===== src/rtl/sram_bist_ctrl_if.sv =====
// SRAM port bundle between the BIST controller (master) and a cascaded-SRAM instance (slave).
interface sram_bist_ctrl_if #(
    parameter int unsigned DATA_W = 8,
    parameter int unsigned ADDR_W = 3
);
    logic [DATA_W-1:0] sram_din;
    logic [ADDR_W-1:0] sram_addr;
    logic              sram_we;
    logic              sram_cs;
    logic [DATA_W-1:0] sram_dout;

    modport master (
        output sram_din,
        output sram_addr,
        output sram_we,
        output sram_cs,
        input  sram_dout
    );

    modport slave (
        input  sram_din,
        input  sram_addr,
        input  sram_we,
        input  sram_cs,
        output sram_dout
    );
endinterface


===== src/rtl/sram_bist_ctrl.sv =====
// Four-pass SRAM BIST: write pattern, read-compare, write inverse, read-compare.
// Reports pass/fail, a saturating error count and the first failing address.
module sram_bist_ctrl #(
    parameter int unsigned          DATA_W   = 8,
    parameter int unsigned          ADDR_W   = 3,
    parameter logic [DATA_W-1:0]    SEED     = 8'hA5,
    parameter logic [DATA_W-1:0]    PAT_STEP = 8'h3B
) (
    input  logic                clk,
    input  logic                rst,
    input  logic                start,
    output logic                busy,
    output logic                done,
    output logic                pass,
    output logic [ADDR_W+1:0]   err_count,
    output logic [ADDR_W-1:0]   fail_addr,
    sram_bist_ctrl_if.master    sram
);

    typedef enum logic [2:0] {StIdle, StWr0, StRd0, StWr1, StRd1, StDone} state_e;

    localparam logic [ADDR_W-1:0] AddrOne = ADDR_W'(1);
    localparam logic [ADDR_W+1:0] ErrOne  = (ADDR_W+2)'(1);

    state_e              state_q, state_d;
    logic [ADDR_W-1:0]   addr_q, addr_d;
    logic [ADDR_W+1:0]   err_q;
    logic [ADDR_W-1:0]   fail_q;
    logic                done_q, pass_q;
    logic [DATA_W-1:0]   pat, expect_val;
    logic                addr_last, launch, cmp_en, mismatch;

    assign pat        = SEED + DATA_W'(addr_q) * PAT_STEP;
    assign addr_last  = &addr_q;
    assign launch     = ((state_q == StIdle) || (state_q == StDone)) && start;
    assign cmp_en     = (state_q == StRd0) || (state_q == StRd1);
    assign expect_val = (state_q == StRd1) ? ~pat : pat;
    assign mismatch   = cmp_en && (sram.sram_dout != expect_val);

    always_ff @(posedge clk or posedge rst) begin
        if (rst) begin
            state_q <= StIdle;
            addr_q  <= '0;
        end else begin
            state_q <= state_d;
            addr_q  <= addr_d;
        end
    end

    always_comb begin
        state_d = state_q;
        unique case (state_q)
            StIdle, StDone: if (start) state_d = StWr0;
            StWr0:          if (addr_last) state_d = StRd0;
            StRd0:          if (addr_last) state_d = StWr1;
            StWr1:          if (addr_last) state_d = StRd1;
            StRd1:          if (addr_last) state_d = StDone;
            default:        state_d = StIdle;
        endcase
        // Address wraps to 0 on every state change and rests at 0 outside the test.
        if ((state_d != state_q) || (state_d == StIdle) || (state_d == StDone)) begin
            addr_d = '0;
        end else begin
            addr_d = addr_q + AddrOne;
        end
    end

    always_comb begin
        busy           = 1'b0;
        sram.sram_cs   = 1'b0;
        sram.sram_we   = 1'b0;
        sram.sram_din  = '0;
        sram.sram_addr = addr_q;
        unique case (state_q)
            StWr0: begin
                busy = 1'b1; sram.sram_cs = 1'b1; sram.sram_we = 1'b1; sram.sram_din = pat;
            end
            StWr1: begin
                busy = 1'b1; sram.sram_cs = 1'b1; sram.sram_we = 1'b1; sram.sram_din = ~pat;
            end
            StRd0, StRd1: begin
                busy = 1'b1; sram.sram_cs = 1'b1;
            end
            default: ;
        endcase
    end

    // Result registers; done/pass settle one edge after DONE is entered.
    always_ff @(posedge clk or posedge rst) begin
        if (rst) begin
            err_q  <= '0;
            fail_q <= '0;
            done_q <= 1'b0;
            pass_q <= 1'b0;
        end else if (launch) begin
            err_q  <= '0;
            fail_q <= '0;
            done_q <= 1'b0;
            pass_q <= 1'b0;
        end else begin
            if (state_q == StDone) begin
                done_q <= 1'b1;
                pass_q <= (err_q == '0);
            end
            if (mismatch) begin
                if (err_q == '0) fail_q <= addr_q;
                if (err_q != '1) err_q <= err_q + ErrOne;
            end
        end
    end

    assign done      = done_q;
    assign pass      = pass_q;
    assign err_count = err_q;
    assign fail_addr = fail_q;

endmodule


===== src/flat_wrapper.sv =====
// flat-port wrapper written by rule: the top's interface ports become plain ports
module sram_bist_ctrl_flat 
#(
    parameter int unsigned          DATA_W   = 8,
    parameter int unsigned          ADDR_W   = 3,
    parameter logic [DATA_W-1:0]    SEED     = 8'hA5,
    parameter logic [DATA_W-1:0]    PAT_STEP = 8'h3B
)
  (clk, rst, start, busy, done, pass, err_count, fail_addr, sram_sram_din, sram_sram_addr, sram_sram_we, sram_sram_cs, sram_sram_dout);
  sram_bist_ctrl_if #(.DATA_W(DATA_W), .ADDR_W(ADDR_W)) sram_i ();
  input  logic clk;
  input  logic rst;
  input  logic start;
  output logic busy;
  output logic done;
  output logic pass;
  output logic [ADDR_W+1:0] err_count;
  output logic [ADDR_W-1:0] fail_addr;
  output wire logic [$bits(sram_i.sram_din)-1:0] sram_sram_din;
  output wire logic [$bits(sram_i.sram_addr)-1:0] sram_sram_addr;
  output wire logic [$bits(sram_i.sram_we)-1:0] sram_sram_we;
  output wire logic [$bits(sram_i.sram_cs)-1:0] sram_sram_cs;
  input wire logic [$bits(sram_i.sram_dout)-1:0] sram_sram_dout;
  assign sram_sram_din = sram_i.sram_din;
  assign sram_sram_addr = sram_i.sram_addr;
  assign sram_sram_we = sram_i.sram_we;
  assign sram_sram_cs = sram_i.sram_cs;
  assign sram_i.sram_dout = sram_sram_dout;
  sram_bist_ctrl #(.DATA_W(DATA_W), .ADDR_W(ADDR_W), .SEED(SEED), .PAT_STEP(PAT_STEP)) u_core (.clk(clk), .rst(rst), .start(start), .busy(busy), .done(done), .pass(pass), .err_count(err_count), .fail_addr(fail_addr), .sram(sram_i));
endmodule

===== config.mk =====
export PLATFORM = sky130hd
export DESIGN_NAME = sram_bist_ctrl_flat
export DESIGN_NICKNAME = d
export VERILOG_FILES = /design/src/rtl/sram_bist_ctrl_if.sv /design/src/rtl/sram_bist_ctrl.sv /design/src/flat_wrapper.sv
export SDC_FILE = /design/constraint.sdc
export NUM_CORES = 1
export LEC_CHECK = 0
export CAP_MARGIN = 20
export CORE_UTILIZATION = 44
export CTS_BUF_LIST = sky130_fd_sc_hd__clkbuf_8 sky130_fd_sc_hd__clkbuf_16
export DETAILED_ROUTE_END_ITERATION = 8
export GPL_TIMING_DRIVEN = 0
export PLACE_DENSITY = 0.73
export SYNTH_ARGS = -nofsm -noshare
export SYNTH_HDL_FRONTEND = slang
export SYNTH_SLANG_ARGS = --single-unit

===== constraint.sdc =====
create_clock -name clk -period 8.05 [get_ports clk]
set_input_delay 1.2075 -clock clk [delete_from_list [all_inputs] [get_ports clk]]
set_output_delay 1.2075 -clock clk [all_outputs]
set_load 0.02 [all_outputs]

; Word-level counts from Yosys, hierarchy flattened
; Index checks and enable logic that the tools add are counted.
[op_classes]
n_addsub = 3
mul = 1
n_eq_ne = 9
n_mux = 21
n_bitwise = 1
n_reduce_logical = 19
[ops]
columns = cell, n
row1 = $mux W3, 9
row2 = $pmux W8 S2, 1
row3 = $mux W5, 3
row4 = $pmux W3 S5, 1
row5 = $eq A3 B3 Y1 const B, 3
row6 = $add A8 B8 Y8 const A, 1
row7 = $mul A3 B6 Y8 const B, 1
row8 = $mux W8, 1
row9 = $ne A8 B8 Y1, 1
row10 = $not A8 Y8, 1
row11 = $reduce_bool A2 Y1, 4
row12 = $eq A3 B2 Y1 const B, 2
row13 = $logic_not A3 Y1, 2
row14 = $mux W1, 6
row15 = $add A5 B1 Y5 const B, 1
row16 = $logic_not A5 Y1, 1
row17 = $ne A5 B5 Y1 const B, 1
row18 = $logic_or A1 B1 Y1, 4
row19 = $reduce_and A2 Y1, 2
row20 = $reduce_or A2 Y1, 2
row21 = $reduce_or A4 Y1, 1
row22 = $add A3 B1 Y3 const B, 1
row23 = $eq A3 B1 Y1 const B, 1
row24 = $ne A3 B3 Y1, 1
row25 = other kinds (2), 3
[word_totals]
regBits = 16
in_bits = 11
word_cells = 60

; Longest topological paths before layout
; Gate-level depths: netlist of run 1.
[logic_depth]
word_depth = 8
mapped_depth = 12
depth_no_buf = 12

; Worst setup path before layout of run 1
; No wires, ideal clock.
[synth_timing]
path_type = register to output
startpoint = reg u_core.addr_q[1], in the netlist u_core.sram.sram_addr[1]
endpoint = out sram_sram_din[6]
arrival_time_ps = 2534
required_time_ps = 6843
slack_ps = 4309
stages_incl_launch_ff = 11
path_buffers = 0
cell_sequence = dfrtp_1 > inv_1 > ha_1 > fa_1 > inv_1 > ha_1 > o21ai_0 > a22oi_2 > xnor2_1 > xnor2_1 > nor2_1
[synth_between]
elab_chain_cells = 4
[synth_lines]
columns = item, line
row1 = from (decl), sram_bist_ctrl.sv:26  ; logic [ADDR_W-1:0] addr_q, addr_d;
row2 = from (signal assigned), sram_bist_ctrl.sv:46  ; addr_q <= addr_d;
row3 = $mul A3 B6 Y8 (*), sram_bist_ctrl.sv:33  ; assign pat = SEED + DATA_W'(addr_q) * PAT_STEP;
row4 = $add A8 B8 Y8 (*), sram_bist_ctrl.sv:33
row5 = $not A8 Y8, sram_bist_ctrl.sv:79  ; busy = 1'b1; sram.sram_cs = 1'b1; sram.sram_we = 1'b1; sram.sram_din = ~pat;
row6 = $pmux W8 S2 (*), sram_bist_ctrl.sv:74  ; unique case (state_q)
row7 = to (decl), flat_wrapper.sv:19  ; output wire logic [$bits(sram_i.sram_din)-1:0] sram_sram_din;
; Mark *: on every way between the ends. The rest lies on a longest branch, timed or not.

; Worst setup path in the final report of run 1
[layout_timing]
startpoint = reg u_core.addr_q[0], in the netlist u_core.sram.sram_addr[0]
endpoint = out sram_sram_din[6]
; Same word-level chain as after synthesis.

==> results of run 1 <==
-- worst paths after layout --
kind,slack [ns],endpoint,depth (start not counted),start
max,3.49,sram_sram_din[6],10,u_core.sram.sram_addr[0]
min,0.52,u_core.fail_addr[0],2,u_core.fail_addr[0]
max reg2reg,4.72,u_core.err_count[3],11,u_core.sram.sram_addr[0]
min reg2reg,0.52,u_core.fail_addr[0],2,u_core.fail_addr[0]
max in group asynchronous,6.35,u_core.state_q[1],2,rst
min in group asynchronous,1.32,u_core.err_count[1],2,rst
-- cells by family after synthesis --
kind of cell | synth area share
buf+inv | 0.0664
xor+xnor | 0.173
simple gates | 0.181
fa+ha+maj | 0.162
compound gates | 0.110
flops | 0.279
mux | 0.0279
-- synth_stat cells, drive strengths merged --
library cell	number
a211oi	3
a21oi	3
a221oi	1
a22oi	1
a31oi	1
a32o	1
and2	1
and3	1
buf	4
clkbuf	2
dfrtp	16
fa	1
ha	17
inv	15
mux2i	4
nand2	6
nand2b	2
nand3	2
nand3b	3
nand4	1
nor2	23
nor2b	3
nor3	2
nor3b	1
nor4b	2
o2111ai	1
o211ai	1
o21ai	7
o21bai	1
o31ai	1
or3	1
or3b	1
xnor2	16
xnor3	1
xor2	7
xor3	1
-- registers in the layout, indices dropped and copies added, names as in the netlist --
signal and count:
u_core.sram.sram_addr 3, u_core.pass 1, u_core.fail_addr 3, u_core.err_count 5, u_core.state_q 3, u_core.done 1
-- through the flow --
stage / setup WS, ns / instance area (um2)
after floorplan: 4.31 / 1430
after global placement: 3.82 / 1830
after detailed placement: 3.76 / 1830
after CTS: 3.48 / 1870
after global routing: 3.25 / 1870
final: 3.49 / 1870
-- area by class of cell --
type                            instances  area (um2)
Fill cell                             285        1210
Tap cell                               44        55.1
Multi-Input combinational cell        117         937
Sequential cell                        16         400
Inverter                               15        56.3
Clock buffer                            3        41.3
Timing Repair Buffer                   34         340
Buffer                                  6        38.8
-- worst register-to-register path, delay by kind of cell, from the launching register on --
family	cells	cell delay, ns
adder cells (fa/ha/maj)	3	1.04
AO/OA/AOI/OAI	4	0.63
XOR/XNOR	2	0.59
flip-flops	1	0.51
AND/OR/NAND/NOR	1	0.38
buffers and inverters	1	0.10
-- metal layers --
metal / share of wire / GRT usage / routed length, um / vias up
met5: 0 / 0 / 0 / -
met3: 0.033 / 0.0197 / 102 / 5
met1: 0.44 / 0.229 / 1370 / 563
met2: 0.51 / 0.370 / 1590 / 29
met4: 0.015 / 0.0714 / 47 / 0
li1: - / - / - / 589
==> impl_metrics.env, run 1 <==
export IMPL_hold_slack_ns=0.522
export IMPL_fp_dieW_um=59.1
export IMPL_clockBufferDepth=2
export IMPL_overflow=0
export IMPL_cts_tree="yes"
export IMPL_layout_drive_gt1_share=0.0681
export IMPL_via_per_inst=5.05
export IMPL_post_route_util=0.607
export IMPL_maxCapViolations=0
export IMPL_ys_types=40
export IMPL_cts_root_buf="clkbuf_8"
export IMPL_vias=1186
export IMPL_status="complete, no violations"
export IMPL_path_buf_inv=2
export IMPL_yosysWarningCount=0
export IMPL_cts_made_buffers=3
export IMPL_ys_ff_latch=16
export IMPL_final_cell_mix="clkdlybuf4s50_1, nor2_1, ha_1, xnor2_1, dfrtp_1"
export IMPL_critPathRequiredTime_ns=6.84
export IMPL_synth_top_cell_by_area="dfrtp_1"
export IMPL_wire_per_inst_um=13.3
export IMPL_grt_max_degree=17
export IMPL_row_count=20
export IMPL_slew_viol_final=0
export IMPL_crit_fanout=9
export IMPL_critPathLaunchType="register"
export IMPL_post_cts_setup_buffers=0
export IMPL_min_path_type="register to register"
export IMPL_instances_no_fill=235
export IMPL_synth_fp_nets=183
export IMPL_path_class="register to primary output"
export IMPL_totalWireLength_mm=3.11
export IMPL_syn_inst=154
export IMPL_worst_setup_path_end_kind="primary output"
export IMPL_hold_viol_final=0
export IMPL_synthTopCellsByArea="dfrtp_1, ha_1, xnor2_1"
export IMPL_yosysSeqAreaShare=0.279
export IMPL_arrival_ns=3.35
export IMPL_clkSlewWorstSetupHoldPaths_ns=0.06
export IMPL_dp_cells=232
export IMPL_dp_hpwl_mm=2.56
export IMPL_htree_levels=1
export IMPL_cts_hold_buf=0
export IMPL_critPathTopFamily="adder cells"
export IMPL_relSlewSlack=0.437
export IMPL_drc=0
export IMPL_post_cts_resized=0
export IMPL_die_y_um=59.1
export IMPL_final_setup_skew_ns=0.000808
export IMPL_start_util=0.465
export IMPL_grt_use_total=0.197
export IMPL_first_global_vias=1111
export IMPL_core_um2=3080
export IMPL_worstMarginPinSlew_ns=0.843
export IMPL_dr_pass1_iters=4
export IMPL_pin_count=35
export IMPL_ant_nets=0
export IMPL_setup_viol=0
export IMPL_num_antenna_cells=0
export IMPL_slowest_delay_ns=0.61
export IMPL_final_common_cell="clkdlybuf4s50_1"
export IMPL_grt_pass1_wl_mm=5.10
export IMPL_fmax_mhz=219
export IMPL_netlist_area_leader_share=0.279
export IMPL_crit_slowest_cell="clkdlybuf4s50_1"
export IMPL_grt_antenna_before_repair=0
export IMPL_dieArea_um2=3490
export IMPL_min_period_over_period=0.567
export IMPL_area_growth_pct=30.5
export IMPL_rsz0062_at_grt="false"
export IMPL_io_buffers=34
export IMPL_path_common_cell="ha_1"
export IMPL_synth_area_um2=1430
export IMPL_gp_congestion=0.799
export IMPL_nets=222
export IMPL_syn_area_per_cell_um2=9.30
export IMPL_crit_chain="ha_1, inv_1, ha_1, ha_1, o21ai_0, a22oi_2, xnor2_1, xnor2_1, nor2_1, clkdlybuf4s50_1"
export IMPL_clock_sinks=16
export IMPL_drt_initial_drc_count=32
export IMPL_finalSetupTns_ns=0
export IMPL_final_min_clock_period_ns=4.56
export IMPL_clkLatencyLatePin_ns=0.25
Power of run 1 is left out: the tool's default activity adds up to more than one toggle a clock period on the data nets, which glitch-free logic cannot reach.
==> inputs of run 2 (changes only) <==
- PLACE_DENSITY: 0.73 -> 0.76
- clock period: 8.05 -> 3.7 ns (I/O delays scaled with it)
==> run 2 against run 1 <==
Wire length up 4.1%. Register-to-register slack worse by 4.3 ns. Global-route usage up 1.6 points. Cell count unchanged. Flip-flop and latch count unchanged. Core utilization up 0.41 points. Count of clock-buffer cells in the layout unchanged. First-iteration DRC count down 31%. Non-clock buffer count unchanged. Critical path type unchanged. Highest routed layer unchanged.
==> impl_metrics.env, run 2 (same netlist as run 1, synthesis figures left out) <==
export IMPL_status="complete, no violations"
export IMPL_drt_initial_drc_count=22
export IMPL_min_path_type="register to register"
export IMPL_path_common_cell="ha_1"
export IMPL_largest_reg_flops=5
export IMPL_grt_max_degree=17
export IMPL_post_route_util=0.611
export IMPL_htree_levels=1
export IMPL_clockBufferDepth=2
export IMPL_critPathRequiredTime_ns=3.14
export IMPL_first_global_vias=1215
export IMPL_ant_nets=0
export IMPL_path_class="register to primary output"
export IMPL_slowest_delay_ns=0.63
export IMPL_nets=222
export IMPL_wire_per_inst_um=13.8
export IMPL_fmax_mhz=286
export IMPL_path_buf_inv=3
export IMPL_totalWireLength_mm=3.24
export IMPL_fp_dieW_um=59.1
export IMPL_setup_viol=0
export IMPL_grt_use_total=0.213
export IMPL_dp_hpwl_mm=2.60
export IMPL_fillers=281
export IMPL_post_cts_setup_buffers=0
export IMPL_die_y_um=59.1
export IMPL_dieArea_um2=3490
export IMPL_num_antenna_cells=0
export IMPL_rsz0062_at_grt="false"
export IMPL_finalSetupTns_ns=0
export IMPL_r2r_slack_ns=0.40
export IMPL_drc=0
export IMPL_grt_antenna_before_repair=0
export IMPL_grt_pass1_wl_mm=5.46
export IMPL_area_growth_pct=31.4
export IMPL_final_min_clock_period_ns=3.49
export IMPL_cts_tree="yes"
export IMPL_arrival_ns=2.94
export IMPL_critPathLaunchType="register"
export IMPL_vias=1193
export IMPL_final_common_cell="clkdlybuf4s50_1"
export IMPL_io_buffers=34
export IMPL_min_period_over_period=0.944
export IMPL_cts_made_buffers=3
export IMPL_crit_fanout=5
export IMPL_worst_setup_path_end_kind="primary output"
export IMPL_pin_count=35
export IMPL_crit_chain="inv_1, ha_1, inv_1, ha_1, ha_1, xor2_1, nor2_1, nor3_1, clkdlybuf4s50_1"
export IMPL_layout_drive_gt1_share=0.0838
export IMPL_crit_slowest_cell="clkdlybuf4s50_1"
export IMPL_cts_hold_buf=0
export IMPL_maxCapViolations=0
export IMPL_slew_viol_final=0
export IMPL_worstMarginPinSlew_ns=0.813
export IMPL_row_count=20
export IMPL_hold_viol_final=0
export IMPL_core_um2=3080
export IMPL_start_util=0.465
export IMPL_critPathTopFamily="adder cells"
export IMPL_clkSlewWorstSetupHoldPaths_ns=0.06
export IMPL_dr_pass1_iters=4
export IMPL_overflow=0
export IMPL_cts_root_buf="clkbuf_8"
export IMPL_via_per_inst=5.08
export IMPL_relSlewSlack=0.457
export IMPL_final_setup_skew_ns=0.00351
export IMPL_gp_congestion=0.807
export IMPL_post_cts_resized=3
export IMPL_clock_sinks=16
export IMPL_clkLatencyLatePin_ns=0.25
export IMPL_final_cell_mix="clkdlybuf4s50_1, nor2_1, ha_1"
-- run 2: cell count changes in the layout (fill, tap and decap cells not counted) --
| cell | before | now |
|---|---|---|
| a31oi_4 | 0 | 1 |
| clkbuf_2 | 0 | 1 |
| dfrtp_1 | 16 | 15 |
| xnor2_1 | 16 | 15 |
| clkdlybuf4s50_1 | 34 | 33 |
| xnor2_2 | 0 | 1 |
| dfrtp_2 | 0 | 1 |
| a31oi_2 | 1 | 0 |
-- run 2: metrics by stage --
stage | setup slack [ns] | hold slack [ns] | instances | area [um2]
3_5_place_dp | 0.0151 | 0.494 | 232 | 1830
4_1_cts | 0.128 | 0.510 | 235 | 1880
5_1_grt | 0.00212 | 0.540 | 235 | 1880
6_report | 0.206 | 0.507 | 235 | 1880
2_1_floorplan | 0.611 | 0.469 | 154 | 1430
3_3_place_gp | 0.124 | 0.489 | 232 | 1830
-- run 2: metal layers --
layer / track usage / routed length, um / vias up
met5: 0 / 0 / -
met4: 0.0884 / 53 / 0
met3: 0.0480 / 95 / 7
met2: 0.357 / 1690 / 21
met1: 0.262 / 1400 / 574
li1: - / - / 591
-- run 2: cell type report --
type	instances	area [um2]	share of cell area
clock buffers	3	41.3	0.0219
inverters	15	56.3	0.0299
repair buffers	34	335	0.178
flip-flops and latches	16	402	0.213
plain buffers	6	38.8	0.0206
multi-input cells	117	953	0.507
well taps	44	55.1	0.0293
-- run 2: worst paths after layout --
path / endpoint / from / cells after the start
max in group asynchronous: u_core.sram.sram_addr[0] / rst / 2
worst max register to register: u_core.err_count[1] / u_core.sram.sram_addr[1] / 11
worst min-delay path: u_core.done / u_core.done / 2
min in group asynchronous: u_core.fail_addr[0] / rst / 2
worst max-delay path: sram_sram_din[3] / u_core.sram.sram_addr[2] / 9
worst min register to register: u_core.done / u_core.done / 2
-- run 2: tightest hold or removal path, cell delays in order (launching register included) --
cell and delay [ns]:
dfrtp_1 0.35, a21oi_1 0.05, nor2_1 0.07
Power of run 2 is left out for the same reason.
==> inputs of run 3 (changes only) <==
- clock period: 3.7 -> 3.1 ns (I/O delays scaled with it)
==> run 3 against run 2 <==
The run now ends with setup timing left. Clock skew decreased by 0.00091 ns. Critical path depth increased by 3. Via count increased by 6.4%. Sequential share of layout area decreased by 2.2 points. Final area increased by 12%. Die area unchanged. Critical endpoint is now sram_sram_din[6].
==> impl_metrics.env, run 3 (same netlist as run 1, synthesis figures left out) <==
export IMPL_use_met1=0.294
export IMPL_io_buffers=34
export IMPL_htree_levels=1
export IMPL_min_period_over_period=1.00
export IMPL_drt_initial_drc_count=48
export IMPL_timing_rr_start="u_core.sram.sram_addr[0]"
export IMPL_fmax_mhz=322
export IMPL_met3_usage=0.0480
export IMPL_top_usage_layer="met2"
export IMPL_cts_hold_buf=0
export IMPL_clockBufferDepth=2
export IMPL_totalWireLength_mm=3.70
export IMPL_arrival_ns=2.64
export IMPL_nets=235
export IMPL_worstHoldPathCells=2
export IMPL_r2r_worst_path_cells=11
export IMPL_met2_usage=0.372
export IMPL_maxCapViolations=0
export IMPL_final_common_cell="clkdlybuf4s50_1"
export IMPL_vias=1269
export IMPL_layout_drive_gt1_share=0.206
export IMPL_rr_endpoint="u_core.err_count[4]"
export IMPL_clkSlewWorstSetupHoldPaths_ns=0.06
export IMPL_status="finished with violations"
export IMPL_clock_sinks=16
export IMPL_fin_area_um2=2100
export IMPL_core_um2=3080
export IMPL_fin_ws_ns=-0.000864
export IMPL_cts_root_buf="clkbuf_8"
export IMPL_hold_end="u_core.done"
export IMPL_start_util=0.465
export IMPL_num_antenna_cells=0
export IMPL_dp_hpwl_mm=2.60
export IMPL_slew_viol_final=0
export IMPL_gp_congestion=0.807
export IMPL_fp_dieW_um=59.1
export IMPL_critPathRequiredTime_ns=2.63
export IMPL_row_count=20
export IMPL_holdCritStartpoint="u_core.done"
export IMPL_first_global_vias=1295
export IMPL_final_min_clock_period_ns=3.10
export IMPL_cts_tree="yes"
export IMPL_clkLatencyLatePin_ns=0.25
export IMPL_setup_viol=1
export IMPL_pre_cts_ws_ns=-0.495
export IMPL_final_setup_skew_ns=0.00260
export IMPL_critPathLaunchType="register"
export IMPL_ant_nets=0
export IMPL_drc=0
export IMPL_pin_count=35
export IMPL_min_path_type="register to register"
export IMPL_fillers=232
export IMPL_worstMarginPinSlew_ns=0.837
export IMPL_overflow=0
export IMPL_relSlewSlack=0.440
export IMPL_grt_antenna_before_repair=0
export IMPL_final_cell_mix="clkdlybuf4s50_1, nor2_1, dfrtp_1, xnor2_1"
export IMPL_hold_viol_final=0
export IMPL_area_growth_pct=46.5
export IMPL_path_class="register to primary output"
export IMPL_worst_setup_path_end_kind="primary output"
export IMPL_dpl_cell_area_um2=1830
export IMPL_violations="setup timing"
export IMPL_grt_pass1_wl_mm=5.89
export IMPL_dr_pass1_iters=4
export IMPL_dieArea_um2=3490
export IMPL_wire_per_inst_um=14.9
export IMPL_cts_made_buffers=3
export IMPL_die_y_um=59.1
export IMPL_r2r_slack_ns=0.04
export IMPL_via_per_inst=5.12
export IMPL_largest_reg_flops=5
export IMPL_crit_fanout=4
export IMPL_grt_use_total=0.230
export IMPL_rsz0062_at_grt="true"
export IMPL_grt_max_degree=17
-- run 3: worst max-delay path, cell delays in order (launching register included) --
cell and delay [ns]:
dfrtp_2 0.41, buf_6 0.13, buf_6 0.11, inv_4 0.04, fa_1 0.54, inv_1 0.05
ha_1 0.28, o21ai_1 0.09, a22oi_2 0.09, xnor2_2 0.25, xnor2_1 0.11, nor2_1 0.13
buf_4 0.15
-- run 3: layer usage --
| metal | up-vias | part of all wire |
|---|---|---|
| met5 | - | 0 |
| met4 | 0 | 0.019 |
| met3 | 9 | 0.030 |
| met2 | 23 | 0.53 |
| met1 | 620 | 0.43 |
| li1 | 617 | - |
-- run 3: what timing repair did --
item | in CTS | in global routing
buffers inserted | 8 | 5
resized for setup | 25 | 10
pin swaps | 9 | 6
cloned | 0 | 0
setup endpoints to repair | 12 | 9
-- run 3: per-stage QoR --
step	setup TNS (ns)	cells	hold WS, ns	utilization
global route	-0.454	248	0.540	0.682
detailed placement	-1.70	232	0.494	0.594
floorplan	0	154	0.379	-
global placement	-0.542	232	0.489	0.594
finish	-0.000864	248	0.508	0.682
CTS	0	243	0.510	0.659
-- run 3: worst max path at each step --
| stage | cells past startpoint | slack [ns] | to | start |
|---|---|---|---|---|
| after detailed placement | 10 | -0.49 | sram_sram_din[6] | u_core.sram.sram_addr[0] |
| after global routing | 11 | -0.13 | sram_sram_din[6] | u_core.sram.sram_addr[1] |
| after floorplan | 12 | 0.09 | u_core.err_count[3] | u_core.sram.sram_addr[1] |
| after CTS | 12 | 0.007 | sram_sram_din[6] | u_core.sram.sram_addr[0] |
| after global placement | 10 | -0.39 | sram_sram_din[6] | u_core.sram.sram_addr[0] |
| final | 12 | -0.0009 | sram_sram_din[6] | u_core.sram.sram_addr[0] |
-- run 3: final cells by class --
| cell class | count | area, um2 | area share |
|---|---|---|---|
| timing repair buffer | 47 | 450 | 0.215 |
| tap | 44 | 55.1 | 0.0262 |
| multi-input combinational | 117 | 1050 | 0.502 |
| buffer | 6 | 38.8 | 0.0185 |
| inverter | 15 | 58.8 | 0.0280 |
| clock buffer | 3 | 41.3 | 0.0197 |
| sequential | 16 | 402 | 0.191 |
Power of run 3 is left out for the same reason.
